===== src/rtl/chacha_stream_sched.sv =====
// rtl/chacha_stream_sched.sv - round-robin frame scheduler and config loader for the serial ChaCha20 core
//
// Arbitrates two bit-serial plaintext requesters onto one encrypter core, one
// whole frame at a time. Loads key/nonce/counter with a one-cycle lock pulse and
// relocks every BLOCK_BITS bits with the next counter value. Ciphertext leaves
// the core CORE_LAT cycles after its plaintext bit and is re-tagged here.
//
// Ports:
//   clk, reset                       clock, asynchronous active-high reset
//   cfg_valid/cfg_ready              key/nonce/counter handshake (ready only in IDLE)
//   cfg_key, cfg_nonce, cfg_ctr      configuration values
//   req_valid/req_bit/req_last       per-requester plaintext bit stream
//   req_ready                        per-requester consume strobe
//   core_key/core_nonce/core_init_value, core_lock, core_pt1, core_pt2  core drive
//   core_out                         core ciphertext bit
//   out_valid/out_bit/out_src/out_last  realigned ciphertext stream
//   ctr_exhausted                    sticky block-counter wrap flag
module chacha_stream_sched #(
  parameter int BLOCK_BITS = 8,
  parameter int CORE_LAT   = 1,
  parameter int WARM_CYC   = 2
) (
  input  logic       clk,
  input  logic       reset,
  input  logic       cfg_valid,
  output logic       cfg_ready,
  input  logic [7:0] cfg_key,
  input  logic [1:0] cfg_nonce,
  input  logic [1:0] cfg_ctr,
  input  logic [1:0] req_valid,
  input  logic [1:0] req_bit,
  input  logic [1:0] req_last,
  output logic [1:0] req_ready,
  output logic [7:0] core_key,
  output logic [1:0] core_nonce,
  output logic [1:0] core_init_value,
  output logic       core_lock,
  output logic       core_pt1,
  output logic       core_pt2,
  input  logic       core_out,
  output logic       out_valid,
  output logic       out_bit,
  output logic       out_src,
  output logic       out_last,
  output logic       ctr_exhausted
);

  localparam logic [2:0] S_IDLE   = 3'd0;
  localparam logic [2:0] S_LOAD   = 3'd1;
  localparam logic [2:0] S_WARM   = 3'd2;
  localparam logic [2:0] S_STREAM = 3'd3;
  localparam logic [2:0] S_NEXT   = 3'd4;

  localparam int BW = $clog2(BLOCK_BITS + 1);
  localparam int WW = $clog2(WARM_CYC + 1);

  logic [2:0]    state_q, state_d;
  logic [7:0]    key_q, key_d;
  logic [1:0]    nonce_q, nonce_d;
  logic [1:0]    ctr_q, ctr_d;
  logic          held_q, held_d;
  logic          exh_q, exh_d;
  logic          gnt_q, gnt_d;
  logic          gnt_act_q, gnt_act_d;
  logic          rr_q, rr_d;
  logic [BW-1:0] bits_q, bits_d;
  logic [WW-1:0] warm_q, warm_d;
  logic          cfg_ready_q;
  logic [2:0]    pipe_q [CORE_LAT];
  logic          take_c, last_c;

  always_comb begin
    state_d   = state_q;
    key_d     = key_q;
    nonce_d   = nonce_q;
    ctr_d     = ctr_q;
    held_d    = held_q;
    exh_d     = exh_q;
    gnt_d     = gnt_q;
    gnt_act_d = gnt_act_q;
    rr_d      = rr_q;
    bits_d    = bits_q;
    warm_d    = warm_q;
    req_ready = 2'b00;
    take_c    = 1'b0;
    last_c    = 1'b0;
    core_pt1  = 1'b0;
    case (state_q)
      S_IDLE: begin
        if (cfg_valid && cfg_ready_q) begin
          // Config wins over a pending grant; its lock only loads the core.
          key_d     = cfg_key;
          nonce_d   = cfg_nonce;
          ctr_d     = cfg_ctr;
          held_d    = 1'b1;
          exh_d     = 1'b0;
          gnt_act_d = 1'b0;
          state_d   = S_LOAD;
        end else if (held_q && !exh_q && (req_valid != 2'b00)) begin
          gnt_d     = (req_valid == 2'b11) ? rr_q : req_valid[1];
          gnt_act_d = 1'b1;
          state_d   = S_LOAD;
        end
      end
      S_LOAD: begin
        warm_d  = '0;
        state_d = S_WARM;
      end
      S_WARM: begin
        if (warm_q == WW'(WARM_CYC - 1)) begin
          state_d = gnt_act_q ? S_STREAM : S_IDLE;
        end else begin
          warm_d = warm_q + WW'(1);
        end
      end
      S_STREAM: begin
        req_ready[gnt_q] = req_valid[gnt_q];
        if (req_valid[gnt_q]) begin
          take_c   = 1'b1;
          last_c   = req_last[gnt_q];
          core_pt1 = req_bit[gnt_q];
          if (req_last[gnt_q]) begin
            // The last bit wins over a block boundary on the same bit.
            ctr_d     = ctr_q + 2'd1;
            exh_d     = exh_q | (ctr_q == 2'b11);
            bits_d    = '0;
            gnt_act_d = 1'b0;
            rr_d      = ~gnt_q;
            state_d   = S_IDLE;
          end else if (bits_q == BW'(BLOCK_BITS - 1)) begin
            bits_d  = '0;
            state_d = S_NEXT;
          end else begin
            bits_d = bits_q + BW'(1);
          end
        end
      end
      S_NEXT: begin
        // A wrap here only flags exhaustion; the frame still runs to its end.
        ctr_d   = ctr_q + 2'd1;
        exh_d   = exh_q | (ctr_q == 2'b11);
        state_d = S_LOAD;
      end
      default: state_d = S_IDLE;
    endcase
  end

  always_ff @(posedge clk or posedge reset) begin
    if (reset) begin
      state_q     <= S_IDLE;
      key_q       <= '0;
      nonce_q     <= '0;
      ctr_q       <= '0;
      held_q      <= 1'b0;
      exh_q       <= 1'b0;
      gnt_q       <= 1'b0;
      gnt_act_q   <= 1'b0;
      rr_q        <= 1'b0;
      bits_q      <= '0;
      warm_q      <= '0;
      cfg_ready_q <= 1'b0;
      for (int i = 0; i < CORE_LAT; i++) pipe_q[i] <= 3'b000;
    end else begin
      state_q     <= state_d;
      key_q       <= key_d;
      nonce_q     <= nonce_d;
      ctr_q       <= ctr_d;
      held_q      <= held_d;
      exh_q       <= exh_d;
      gnt_q       <= gnt_d;
      gnt_act_q   <= gnt_act_d;
      rr_q        <= rr_d;
      bits_q      <= bits_d;
      warm_q      <= warm_d;
      // Registered so the flag reads 0 while reset is held.
      cfg_ready_q <= (state_d == S_IDLE);
      pipe_q[0]   <= {take_c, gnt_q, last_c};
      for (int i = 1; i < CORE_LAT; i++) pipe_q[i] <= pipe_q[i-1];
    end
  end

  assign cfg_ready       = cfg_ready_q;
  assign core_key        = key_q;
  assign core_nonce      = nonce_q;
  assign core_init_value = ctr_q;
  assign core_lock       = (state_q == S_LOAD);
  assign core_pt2        = 1'b0;
  assign ctr_exhausted   = exh_q;
  assign out_valid       = pipe_q[CORE_LAT-1][2];
  assign out_src         = pipe_q[CORE_LAT-1][1];
  assign out_last        = pipe_q[CORE_LAT-1][0];
  assign out_bit         = out_valid & core_out;

endmodule

===== config.mk =====
export PLATFORM = sky130hd
export DESIGN_NAME = chacha_stream_sched
export DESIGN_NICKNAME = d
export VERILOG_FILES = /design/src/rtl/chacha_stream_sched.sv
export SDC_FILE = /design/constraint.sdc
export NUM_CORES = 1
export LEC_CHECK = 0
export BUFFER_PORTS_ARGS = -buffer_cell sky130_fd_sc_hd__buf_2
export CORE_MARGIN = 4
export CORE_UTILIZATION = 51
export DETAILED_ROUTE_END_ITERATION = 8
export GPL_ROUTABILITY_DRIVEN = 1
export PLACE_DENSITY = 0.78
export SYNTH_ARGS = -nofsm -noshare
export SYNTH_HDL_FRONTEND = slang
export SYNTH_SLANG_ARGS = --single-unit
export TNS_END_PERCENT = 100

===== constraint.sdc =====
create_clock -name clk -period 2.16 [get_ports clk]
set_clock_uncertainty 0.15 [all_clocks]
set_input_delay 0.432 -clock clk [delete_from_list [all_inputs] [get_ports clk]]
set_output_delay 0.432 -clock clk [all_outputs]
set_load 0.02 [all_outputs]

After elaboration in Yosys (flattened, before gate mapping)
Index checks and enable logic that the tools add are counted.

Bits in registers: 30. Output and inout bits: 23. Word-level logic and storage cells: 95. Input port bits: 22.

Reductions and logical operators: 18. Multiplexer cells: 41. Order comparisons: 2. Add/subtract/negate cells: 3. Eq/ne operators: 13. Bitwise logic cells: 5.

Operator list (number): $mux W1 (21); $mux W3 (6); $pmux W3 S5 (1); $mux W2 (6); $mux W4 (2); $ne A2 B2 Y1 const B (4); $reduce_and A4 Y1 (2); $eq A3 B2 Y1 const B (2); $logic_not A3 Y1 (2); $pmux W2 S3 (1); $reduce_and A2 Y1 (3); $reduce_and A3 Y1 (2); $reduce_bool A2 Y1 (3); $add A2 B1 Y2 const B (2); $add A4 B1 Y4 const B (1); $eq A2 B2 Y1 const B (2); $eq A4 B3 Y1 const B (1); $logic_and A1 B1 Y1 (4); $pmux W2 S2 (1); $eq A3 B1 Y1 const B (1); $eq A3 B3 Y1 const B (1); $ne A3 B3 Y1 const B (1); $pmux W1 S3 (1); $reduce_bool A3 Y1 (1); other kinds (10) (11).

Depth between registers and ports, before layout
Gate-level depths: netlist of run 1.

Depth after elaboration: 7. Depth in mapped cells: 6. Depth with buffers taken out: 5.

Worst setup path before layout of run 1
OpenSTA, ideal clock, no wires.

Path kind: reg2reg. Start: reg ctr_q[0], in the netlist core_init_value[0]. End: reg ctr_q[1], in the netlist core_init_value[1]. Clock period less this slack: 1.791 ns. Path slack: 0.369 ns. Arrival: 1.513 ns. Setup time: 0.128 ns. Cell stages (with the launch flop): 6. Path buffers: 0. Required time: 1.882 ns. Path through: dfrtp_1 ha_1 or3_1 o21ai_0 a21oi_1 mux2_1.

Longest elaborated chain between the ends: 4.

RTL lines: start: declaration (RTL line 60) `logic [1:0] ctr_q, ctr_d;`; start signal: assignment (RTL line 167) `ctr_q <= ctr_d;`; $add A2 B1 Y2 (*) (RTL line 124, 140); $mux W2 (RTL line 122) `if (req_last[gnt_q]) begin`; $mux W2 (RTL line 118) `if (req_valid[gnt_q]) begin`; $pmux W2 S3 (*) (RTL line 88) `case (state_q)`.

Every way passes the cells marked *; elsewhere a longest branch is shown, timed or not. The select of a mux whose other input is x is not followed. A chain may end at the register's enable or synchronous reset.

Worst setup path in the final report of run 1
Start: reg state_q[1]. End: out core_pt1.

Longest elaborated chain between the ends: 2.

RTL lines: start: declaration (RTL line 57) `logic [2:0] state_q, state_d;`; start signal: assignment (RTL line 164) `state_q <= state_d;`; $eq A3 B2 Y1 (RTL line 88); $mux W1 (RTL line 88); end: declaration (RTL line 38) `output logic core_pt1,`.

No other way between the ends.

==> results of run 1 <==
==> worst register-to-register path, delay by kind of cell (launching register included) <==
| family | cells | cell delay (ps) |
|---|---|---|
| buffers and inverters | 1 | 170 |
| AND/OR/NAND/NOR | 2 | 640 |
| multiplexers | 1 | 410 |
| flip-flops | 1 | 430 |
==> timing repair <==
item | 4_1_cts | 5_1_grt
hold buffers | 0 | 0
buffers inserted | 0 | 3
resized for setup | 3 | 2
setup endpoints to repair | 3 | 3
==> routing by layer <==
| layer | wire length [µm] | vias up |
|---|---|---|
| met1 | 1320 | 599 |
| met2 | 1760 | 32 |
| met3 | 169 | 5 |
| met4 | 42 | 0 |
| li1 | - | 619 |
| met5 | 0 | - |
==> state kept, by name, summed over array words and instances, names as in the netlist <==
register,cells
gnt_q,1
cfg_ready,1
rr_q,1
core_init_value,2
gnt_act_q,1
ctr_exhausted,1
pipe_q,3
core_nonce,2
warm_q,2
bits_q,4
held_q,1
state_q,3
core_key,8
==> power by group <==
group / switching (W) / total (W) / leakage [nW] / internal (W)
sequential: 0.000234 / 0.00104 / 0.367 / 0.000808
clock: 0.000182 / 0.000299 / 0.0308 / 0.000117
combinational: 0.000685 / 0.00127 / 0.599 / 0.000585
==> layout make-up <==
cell class / count / area share (%)
multi-input combinational: 102 / 40.3
sequential: 30 / 39.3
timing repair buffer: 49 / 13.5
tap: 44 / 2.86
clock buffer: 5 / 1.95
inverter: 8 / 1.56
clock inverter: 2 / 0.520
==> through the flow <==
| step | hold slack [ps] | std cells |
|---|---|---|
| 2_1_floorplan | 199 | 147 |
| 3_3_place_gp | 300 | 230 |
| 3_5_place_dp | 324 | 230 |
| 4_1_cts | 12.0 | 237 |
| 5_1_grt | 16.3 | 240 |
| 6_report | 12.0 | 240 |
==> placed cells by master, fill, tap and decap left out, drive strengths merged, types with 2 or more instances in the layout <==
cell,instances
o21ai,10
inv,8
nand3b,4
nor4b,2
ha,3
buf,49
clkbuf,5
clkinv,2
a21boi,2
mux2i,3
mux2,12
nand2b,6
nor4,2
a21o,2
nor2,9
and3,2
nor3,6
nand3,7
o2bb2ai,2
nand2,10
dfrtp,30
a21oi,5
==> kinds of logic (layout without fill, tap and decap cells) <==
| kind of cell | after synthesis | after routing | synth area share, % |
|---|---|---|---|
| compound gates | 31 | 31 | 13.9 |
| other cells | 1 | 1 | 0.233 |
| simple gates | 51 | 51 | 19.0 |
| mux | 15 | 15 | 11.9 |
| xor+xnor | 1 | 1 | 0.545 |
| fa+ha+maj | 3 | 3 | 2.33 |
| buf+inv | 15 | 64 | 5.37 |
| flops | 30 | 30 | 46.7 |
==> worst paths after layout <==
kind | end | slack (ps) | cells after the start
min in group clk | core_key[0] | 190 | 2
hold / removal | core_nonce[0] | 10 | 3
setup reg to reg | core_nonce[1] | 230 | 4
hold reg to reg | pipe_q[1] | 310 | 0
max in group asynchronous | gnt_q | 1550 | 3
setup / recovery | core_pt1 | 110 | 4
==> key figures, run 1 <==
Yosys
  • Syn Nets: 172
  • Synth Instances: 147
  • Ys async rst share: 100%
  • Area leader, netlist: dfrtp_1
  • Post-synth EDFFs: 0
  • Cell variety after synth: 48
  • Synth top area share: 46.7%
  • Synth cell count leaders: dfrtp_1 (30), nand2_1 (9), nor2_1 (9)
  • Avg Cell Area, Syn: 10.9 µm²
  • Largest cells by area after synthesis: dfrtp_1 (47%), mux2_4 (6.5%), mux2_2 (2.8%), o21ai_0 (2.5%), ha_1 (2.3%)
  • Most used standard cell by instance count after synthesis: dfrtp_1
  • Synthesized cell area: 0.00161 mm²
  • Synth Warn #: 0
  • Synth Flop Type: dfrtp_1
  • Post-synthesis register bit count: 30
  • Sequential-to-total area share from yosys stat: 46.7%

GRT
  • Largest net degree at the start of global routing: 31
  • Grt ovf: 0
  • First-pass GRT wire length: 5350 µm
  • Met1 Use GR: 18.9%
  • Top Usage Layer GRT: met2
  • GR Util met2: 29.9%
  • Met3 Track Usage GR: 5.10%
  • GRT Total Usage: 16.9%
  • Number of antenna violations at the first check in global routing: 0
  • Vias in the first global route: 1201

Floorplan
  • Die Ht: 64.1 µm
  • Die width: 64.1 µm
  • Starting Density: 53.1%
  • Num rows: 20
  • IO Pins: 45
  • Core area: 0.00303 mm²
  • Die Footprint: 0.00411 mm²

Cells and area
  • Area of the multi-input gates: 776 µm²
  • Ant diodes: 0
  • Filler cells: 258
  • Layout Utilization: 63.6%
  • Fin area: 0.00192 mm²
  • FF+latch area: 756 µm²
  • Layout Nets: 221
  • Layout cell share with drive strength beyond 1: 41.3%
  • Area delta synth->final: 19.7%

Worst setup path
  • Top cell family by delay on the critical path: flip-flops
  • Worst Path Max Fanout: 15
  • Crit path buf inv count: 1
  • RR Startpoint: state_q[2]
  • Worst EP arrival: 1470 ps
  • CP startpoint kind: flip-flop
  • Worst-path cell chain: and3b_4, nand2_4, nor2_1, buf_2
  • CP max-delay cell: dfrtp_2
  • CP Data Required Time: 1580 ps
  • CP startpoint: state_q[1]
  • Max stage delay on crit path: 550 ps
  • Setup crit end kind: output pin
  • WS Path Type: flip-flop to output pin

Placement
  • Pre-CTS setup slack: 279 ps
  • GP Congestion: 0.800
  • Port bufs: 43
  • Post-DP HPWL: 2510 µm
  • Placed Area: 0.00184 mm²

Job
  • MaxCap Viol Count: 0

Pwr
  • Leakage: 0.998 nW
  • Power Dens Cells: 1360 mW/mm²
  • Pwr Total: 0.00261 W
  • Max VDD drop: 0.612 mV

Route
  • ANT nets after route: 0
  • Initial DRT Pass Iterations: 4
  • Routed length per placed instance: 13.7 µm
  • Via density per instance: 5.23
  • 1st-iter DRT viols: 57
  • Total Wirelength: 3300 µm
  • Via count: 1255
  • Residual DRC count: 0

Timing
  • Fin crit period: 2050 ps
  • Max Fclk: 488 MHz
  • RSZ-0062 raised after global routing: no
  • Final Slew Violations: 0
  • Setup-failing EPs final: 0
  • Final WS setup: 111 ps
  • Period Utilization, post-route: 94.9%
  • Setup_tns: 0 ps
  • Final hold violation count: 0

Clocking
  • Max clock buf depth: 2
  • CTS tree: built
  • Clk root buf: clkbuf_4
  • Clock latency on the worst-skew pair: 320 ps
  • H-tree Lvls: 2
  • CTS buffer count: 5
  • CTS clk-pin slew, worst paths: 90 ps
  • Num Clock Sinks: 30

Outcome
  • Status: finished clean

Worst hold path
  • Hold WC Path Type: input pin to async pin
Note: power is estimated with default switching activity, not from simulation.
==> inputs of run 2 (changes only) <==
--- a/config.mk
+++ b/config.mk
@@ -10,7 +10,9 @@
 export CORE_UTILIZATION = 51
 export DETAILED_ROUTE_END_ITERATION = 8
 export GPL_ROUTABILITY_DRIVEN = 1
+export GPL_TIMING_DRIVEN = 0
 export PLACE_DENSITY = 0.78
+export REMOVE_ABC_BUFFERS = 1
 export SYNTH_ARGS = -nofsm -noshare
 export SYNTH_HDL_FRONTEND = slang
 export SYNTH_SLANG_ARGS = --single-unit
==> run 2 against run 1 <==
First-iteration DRC count increased by 42%. Combinational power increased by 10%. Setup slack improved by 10 ps. Fmax increased by 0.50%. Hold slack improved by 170 ps. Critical path depth unchanged. Non-clock buffer count increased by 6. Via count increased by 4.5%. Clock power increased by 95%. Largest cell class unchanged.
==> key figures, run 2 (same netlist as run 1, synthesis figures left out) <==
Cells and area
  • Layout Nets: 227 (+2.7%)
  • Commonest non-fill, non-tap cell in the layout: buf_2
  • Area delta synth->final: 26.5%
  • Filler cells: 246 (-4.7%)
  • Layout cell share with drive strength beyond 1: 43.3% (+2.0 points)
  • Largest register FFs: 8 (unchanged)
  • Commonest non-fill, non-tap cells in the layout: buf_2 (43), dfrtp_1 (26), buf_4 (12)
  • Ant diodes: 0 (unchanged)

Placement
  • Post-DP HPWL: 2480 µm (-1.2%)
  • Port bufs: 43 (unchanged)
  • GP Congestion: 0.786 (-1.8%)

Clocking
  • CTS clk-pin slew, worst paths: 100 ps (about the same)
  • CTS buffer count: 5 (unchanged)
  • Clock latency on the worst-skew pair: 320 ps (about the same)
  • Num Clock Sinks: 30 (unchanged)
  • Max clock buf depth: 2 (unchanged)
  • H-tree Lvls: 2 (unchanged)
  • CTS tree: built
  • Clk root buf: clkbuf_4

Worst setup path
  • Max stage delay on crit path: 430 ps (-120 ps)
  • WS Path Type: flip-flop to output pin
  • Worst-path cell chain: mux2_2, nand2_4, nor2_1, buf_2
  • CP startpoint kind: flip-flop
  • CP max-delay cell: dfrtp_2
  • CP Data Required Time: 1580 ps (about the same)
  • Worst Path Max Fanout: 7 (-8)
  • Worst EP arrival: 1460 ps (about the same)
  • Setup crit end kind: output pin

Route
  • 1st-iter DRT viols: 81 (+42%)
  • Total Wirelength: 3520 µm (+6.8%)
  • Via density per instance: 5.31 (+1.5%)
  • Via count: 1311 (+4.5%)
  • ANT nets after route: 0 (unchanged)
  • Initial DRT Pass Iterations: 4 (unchanged)
  • Routed length per placed instance: 14.3 µm (+3.8%)
  • Residual DRC count: 0 (unchanged)

Pwr
  • Pwr Total: 0.00301 W (+15%)
  • Leakage: 1.05 nW (+5.7%)
  • Max VDD drop: 0.686 mV (+12%)
  • Power Dens Cells: 1480 mW/mm² (+8.9%)

Floorplan
  • Core area: 0.00303 mm² (unchanged)
  • Starting Density: 53.1% (unchanged)
  • Die Footprint: 0.00411 mm² (unchanged)
  • Die width: 64.1 µm (unchanged)
  • Die Ht: 64.1 µm (unchanged)
  • Num rows: 20 (unchanged)
  • IO Pins: 45 (unchanged)

GRT
  • GRT Total Usage: 18.0% (+1.1 points)
  • Vias in the first global route: 1261 (+5.0%)
  • Top Usage Layer GRT: met2
  • Number of antenna violations at the first check in global routing: 0 (unchanged)
  • GR Util met2: 30.3% (+0.39 points)
  • First-pass GRT wire length: 5760 µm (+7.6%)
  • Met1 Use GR: 21.8% (+2.9 points)
  • Met3 Track Usage GR: 5.80% (+0.70 points)
  • Grt ovf: 0 (unchanged)
  • Largest net degree at the start of global routing: 31 (unchanged)

Timing
  • Setup_tns: 0 ps (unchanged)
  • Final hold violation count: 0 (unchanged)
  • Slew headroom: 25.4%
  • Fin crit period: 2040 ps (-10.1 ps)
  • Hold WS: 185 ps (+173 ps)
  • Final Slew Violations: 0 (unchanged)
  • Setup-failing EPs final: 0 (unchanged)
  • RSZ-0062 raised after global routing: no
  • Worst Tran Pin Value: 1120 ps
  • Max Fclk: 490 MHz (+0.50%)
  • Period Utilization, post-route: 94.4% (-0.47 points)

Outcome
  • Status: finished clean

Job
  • MaxCap Viol Count: 0 (unchanged)

Worst hold path
  • Hold WC Path Type: input pin to flip-flop
## run 2: cell types whose count changed in the layout (fill, tap and decap cells not counted)
cell | previous run | this run
buf_4 | 6 | 12
bufinv_16 | 0 | 2
clkinv_2 | 2 | 0
clkbuf_8 | 0 | 1
## run 2: final timing paths
| kind | from | to | slack (ps) | cells past startpoint |
|---|---|---|---|---|
| max | gnt_q | core_pt1 | 120 | 4 |
| min | cfg_key[3] | core_key[3] | 180 | 2 |
| max reg2reg | state_q[0] | core_nonce[0] | 200 | 4 |
| min reg2reg | held_q | held_q | 340 | 1 |
| max in group asynchronous | reset | state_q[2] | 870 | 2 |
| min in group asynchronous | reset | core_nonce[1] | 230 | 2 |
## run 2: worst max-delay path: cells and delay by family, from the launching register on
| kind | cells | cell delay, ps |
|---|---|---|
| AND/OR/NAND/NOR | 2 | 170 |
| flip-flops | 1 | 430 |
| multiplexers | 1 | 400 |
| buffers and inverters | 1 | 150 |
## run 2: what timing repair did
action                     in CTS  in global routing
cloned                          0                  0
setup buffers                   0                 12
hold buffers                    0                  0
setup endpoints to repair       4                  3
gates resized for setup         5                  0
## run 2: area by class of cell
type | instances | area [µm²] | area share, %
clock inverter | 2 | 60.1 | 2.95
tap | 44 | 55.1 | 2.71
inverter | 8 | 30.0 | 1.48
multi-input combinational | 102 | 776 | 38.2
clock buffer | 6 | 51.3 | 2.52
sequential | 30 | 756 | 37.2
timing repair buffer | 55 | 305 | 15.0
## run 2: metrics by stage
stage          area [µm²]  instances  util [%]  setup WS, ps
2_1_floorplan        1550        140         -           247
3_3_place_gp         1820        227      60.2           245
3_5_place_dp         1820        227      60.2           170
4_1_cts              1940        235      64.2          29.7
5_1_grt              2030        247      67.1          44.0
6_report             2030        247      67.1           121
## run 2: report_power, final
part | internal (W) | total (W) | switching [W]
clock | 0.000392 | 0.000584 | 0.000191
sequential | 0.000808 | 0.00102 | 0.000214
combinational | 0.000654 | 0.00140 | 0.000745
## run 2: metal layers
metal / up-vias / share of wire, %
met4: 0 / 0.96
met1: 624 / 43
met2: 46 / 50
li1: 637 / -
met3: 4 / 5.7
met5: - / 0
==> inputs of run 3 (changes only) <==
--- a/config.mk
+++ b/config.mk
@@ -6,7 +6,6 @@
 export NUM_CORES = 1
 export LEC_CHECK = 0
 export BUFFER_PORTS_ARGS = -buffer_cell sky130_fd_sc_hd__buf_2
-export CORE_MARGIN = 4
 export CORE_UTILIZATION = 51
 export DETAILED_ROUTE_END_ITERATION = 8
 export GPL_ROUTABILITY_DRIVEN = 1
==> run 3 against run 2 <==
Core utilization is 4.3 points lower. Cell area is 6.3% lower. Sequential share of layout area is 2.6 points higher. Routed wire length is 11% lower. Highest routed layer unchanged. First-iteration DRC count is 16% lower. Clock-buffer cell count is 1 lower. Power is 14% lower. Hold slack worse by 6.2 ps.
==> key figures, run 3 (same netlist as run 1, synthesis figures left out) <==
Cells and area
  • Commonest non-fill, non-tap cell in the layout: buf_2
  • Area delta synth->final: 18.4%
  • Fin cells: 237 (-4.0%)
  • Commonest non-fill, non-tap cells in the layout: buf_2 (43), dfrtp_1 (26), nor2_1 (9), nand2_1 (9), o21ai_0 (8)
  • Ant diodes: 0 (unchanged)
  • Largest register FFs: 8 (unchanged)
  • Layout cell share with drive strength beyond 1: 40.4% (-2.9 points)
  • Layout Nets: 218 (-4.0%)
  • Fin area: 0.00190 mm² (-6.3%)

Route
  • Total Wirelength: 3140 µm (-11%)
  • Initial DRT Pass Iterations: 4 (unchanged)
  • Via density per instance: 5.35 (+0.88%)
  • 1st-iter DRT viols: 68 (-16%)
  • Via count: 1269 (-3.2%)
  • Residual DRC count: 0 (unchanged)
  • Routed length per placed instance: 13.3 µm (-7.0%)
  • ANT nets after route: 0 (unchanged)

Worst hold path
  • Hold WC Path Type: input pin to flip-flop

Clocking
  • H-tree Lvls: 2 (unchanged)
  • CTS clk-pin slew, worst paths: 100 ps (about the same)
  • Num Clock Sinks: 30 (unchanged)
  • CTS Hold Buffers Added: 0 (unchanged)
  • Max clock buf depth: 2 (unchanged)
  • CTS buffer count: 5 (unchanged)
  • CTS tree: built
  • Clock latency on the worst-skew pair: 330 ps (about the same)
  • Clk root buf: clkbuf_4

Worst setup path
  • CP max-delay cell: dfrtp_2
  • Crit path buf inv count: 1 (unchanged)
  • Worst Reg2Reg Path Length in Cells: 4 (unchanged)
  • R2R Path End: core_key[2]
  • WS Path Type: flip-flop to output pin
  • Worst Path Max Fanout: 9 (+2)
  • Worst-path cell chain: mux2_2, nand2_4, nor2_1, buf_2
  • CP startpoint kind: flip-flop
  • Setup crit end kind: output pin
  • Top cell family by delay on the critical path: flip-flops
  • CP Data Required Time: 1580 ps (about the same)
  • Max stage delay on crit path: 480 ps (+50 ps)
  • Worst Setup EP: core_pt1
  • RR Startpoint: state_q[2]
  • CP startpoint: gnt_q
  • R2r setup slk: 280 ps (+80 ps)
  • Worst path depth: 4 (unchanged)
  • Worst EP arrival: 1520 ps (+60 ps)

Floorplan
  • Die Footprint: 0.00338 mm² (-18%)
  • IO Pins: 45 (unchanged)
  • Die Ht: 58.1 µm (-9.4%)
  • Starting Density: 53.1% (unchanged)
  • Core area: 0.00303 mm² (unchanged)
  • Die width: 58.1 µm (-9.4%)
  • Num rows: 20 (unchanged)

Timing
  • Final hold violation count: 0 (unchanged)
  • Period Utilization, post-route: 97.1% (+2.7 points)
  • Fin crit period: 2100 ps (+58.9 ps)
  • Final WS setup: 61.8 ps (-58.9 ps)
  • Final Slew Violations: 0 (unchanged)
  • Slew headroom: 26.7% (+1.3 points)
  • Max Fclk: 477 MHz (-2.8%)
  • Setup-failing EPs final: 0 (unchanged)
  • RSZ-0062 raised after global routing: no
  • Worst Tran Pin Value: 1100 ps (-20.0 ps)
  • Setup_tns: 0 ps (unchanged)

Pwr
  • Logic gate share of total power: 46.5% (about the same)
  • Max VDD drop: 0.546 mV (-20%)
  • P_sw: 0.00110 W (-4.5%)
  • Sequential share of power: 41.5% (+7.5 points)
  • Leakage: 0.983 nW (-6.8%)
  • Switch share: 42.7% (+4.4 points)
  • Clock power frac: 11.9% (-7.5 points)
  • Internal power: 0.00148 W (-20%)
  • Pwr Total: 0.00258 W (-14%)
  • Power Dens Cells: 1350 mW/mm² (-8.5%)

Placement
  • Placed Area: 0.00182 mm² (unchanged)
  • Post-Place Cells: 227 (unchanged)
  • GP Congestion: 0.848 (+8.0%)
  • Pre-CTS setup slack: 194 ps (+24.5 ps)
  • Post-DP HPWL: 2300 µm (-7.1%)
  • Port bufs: 43 (unchanged)

Job
  • MaxCap Viol Count: 0 (unchanged)

GRT
  • Largest net degree at the start of global routing: 31 (unchanged)
  • Grt ovf: 0 (unchanged)
  • Vias in the first global route: 1121 (-11%)
  • Number of antenna violations at the first check in global routing: 0 (unchanged)
  • GRT Total Usage: 19.4% (+1.4 points)
  • First-pass GRT wire length: 4920 µm (-15%)

Outcome
  • Status: finished clean
-- run 3: cell count changes in the layout (fill, tap and decap cells not counted), sizes merged --
cell	previous run	this run
buf	55	46
bufinv	2	0
clkbuf	6	5
clkinv	0	2
-- run 3: worst min-delay path by stage --
stage               slack (ps)       start  depth (start not counted)          end
floorplan                  290      held_q                          1       held_q
global placement           300      held_q                          1       held_q
detailed placement         310      held_q                          1       held_q
CTS                        170  cfg_key[7]                          2  core_key[7]
global route               180  cfg_key[0]                          2  core_key[0]
finish                     180  cfg_key[7]                          2  core_key[7]
-- run 3: cell type report --
type	instances	area [µm²]
fill	251	1120
multi-input combinational	102	776
sequential	30	758
timing repair buffer	46	238
tap	44	55.1
clock buffer	5	37.5
inverter	8	30.0
clock inverter	2	10.0
-- run 3: power by group through the flow --
stage	sequential, W	clock [W]	combinational [W]
6_report	0.00107	0.000308	0.00120
3_3_place_gp	0.00104	0	0.00116
3_5_place_dp	0.00106	0	0.00121
4_1_cts	0.00106	0.000312	0.00121
2_1_floorplan	0.00120	0	0.000708
5_1_grt	0.00111	0.000333	0.00132
-- run 3: stage by stage --
step	hold slack, ps	utilization (%)
finish	178	62.9
global route	178	62.9
CTS	173	61.9
detailed placement	311	60.2
global placement	303	60.2
floorplan	286	-
-- run 3: worst reg2reg max path: cells and delay by family, from the launching register on --
kind	cells	cell delay, ps
AND/OR/NAND/NOR	2	630
buffers and inverters	1	150
flip-flops	1	450
multiplexers	1	400
-- run 3: what timing repair did --
action	in CTS	in global routing
resized for setup	4	2
buffers inserted	0	3
endpoints found under the setup margin	3	2
-- run 3: per-layer routing --
metal,part of all wire (%),GRT usage [%],up-vias
met2,48,28.9,38
met4,0.92,10.2,0
met3,4.7,4.02,4
li1,-,-,618
met5,0,0,-
met1,46,26.6,609
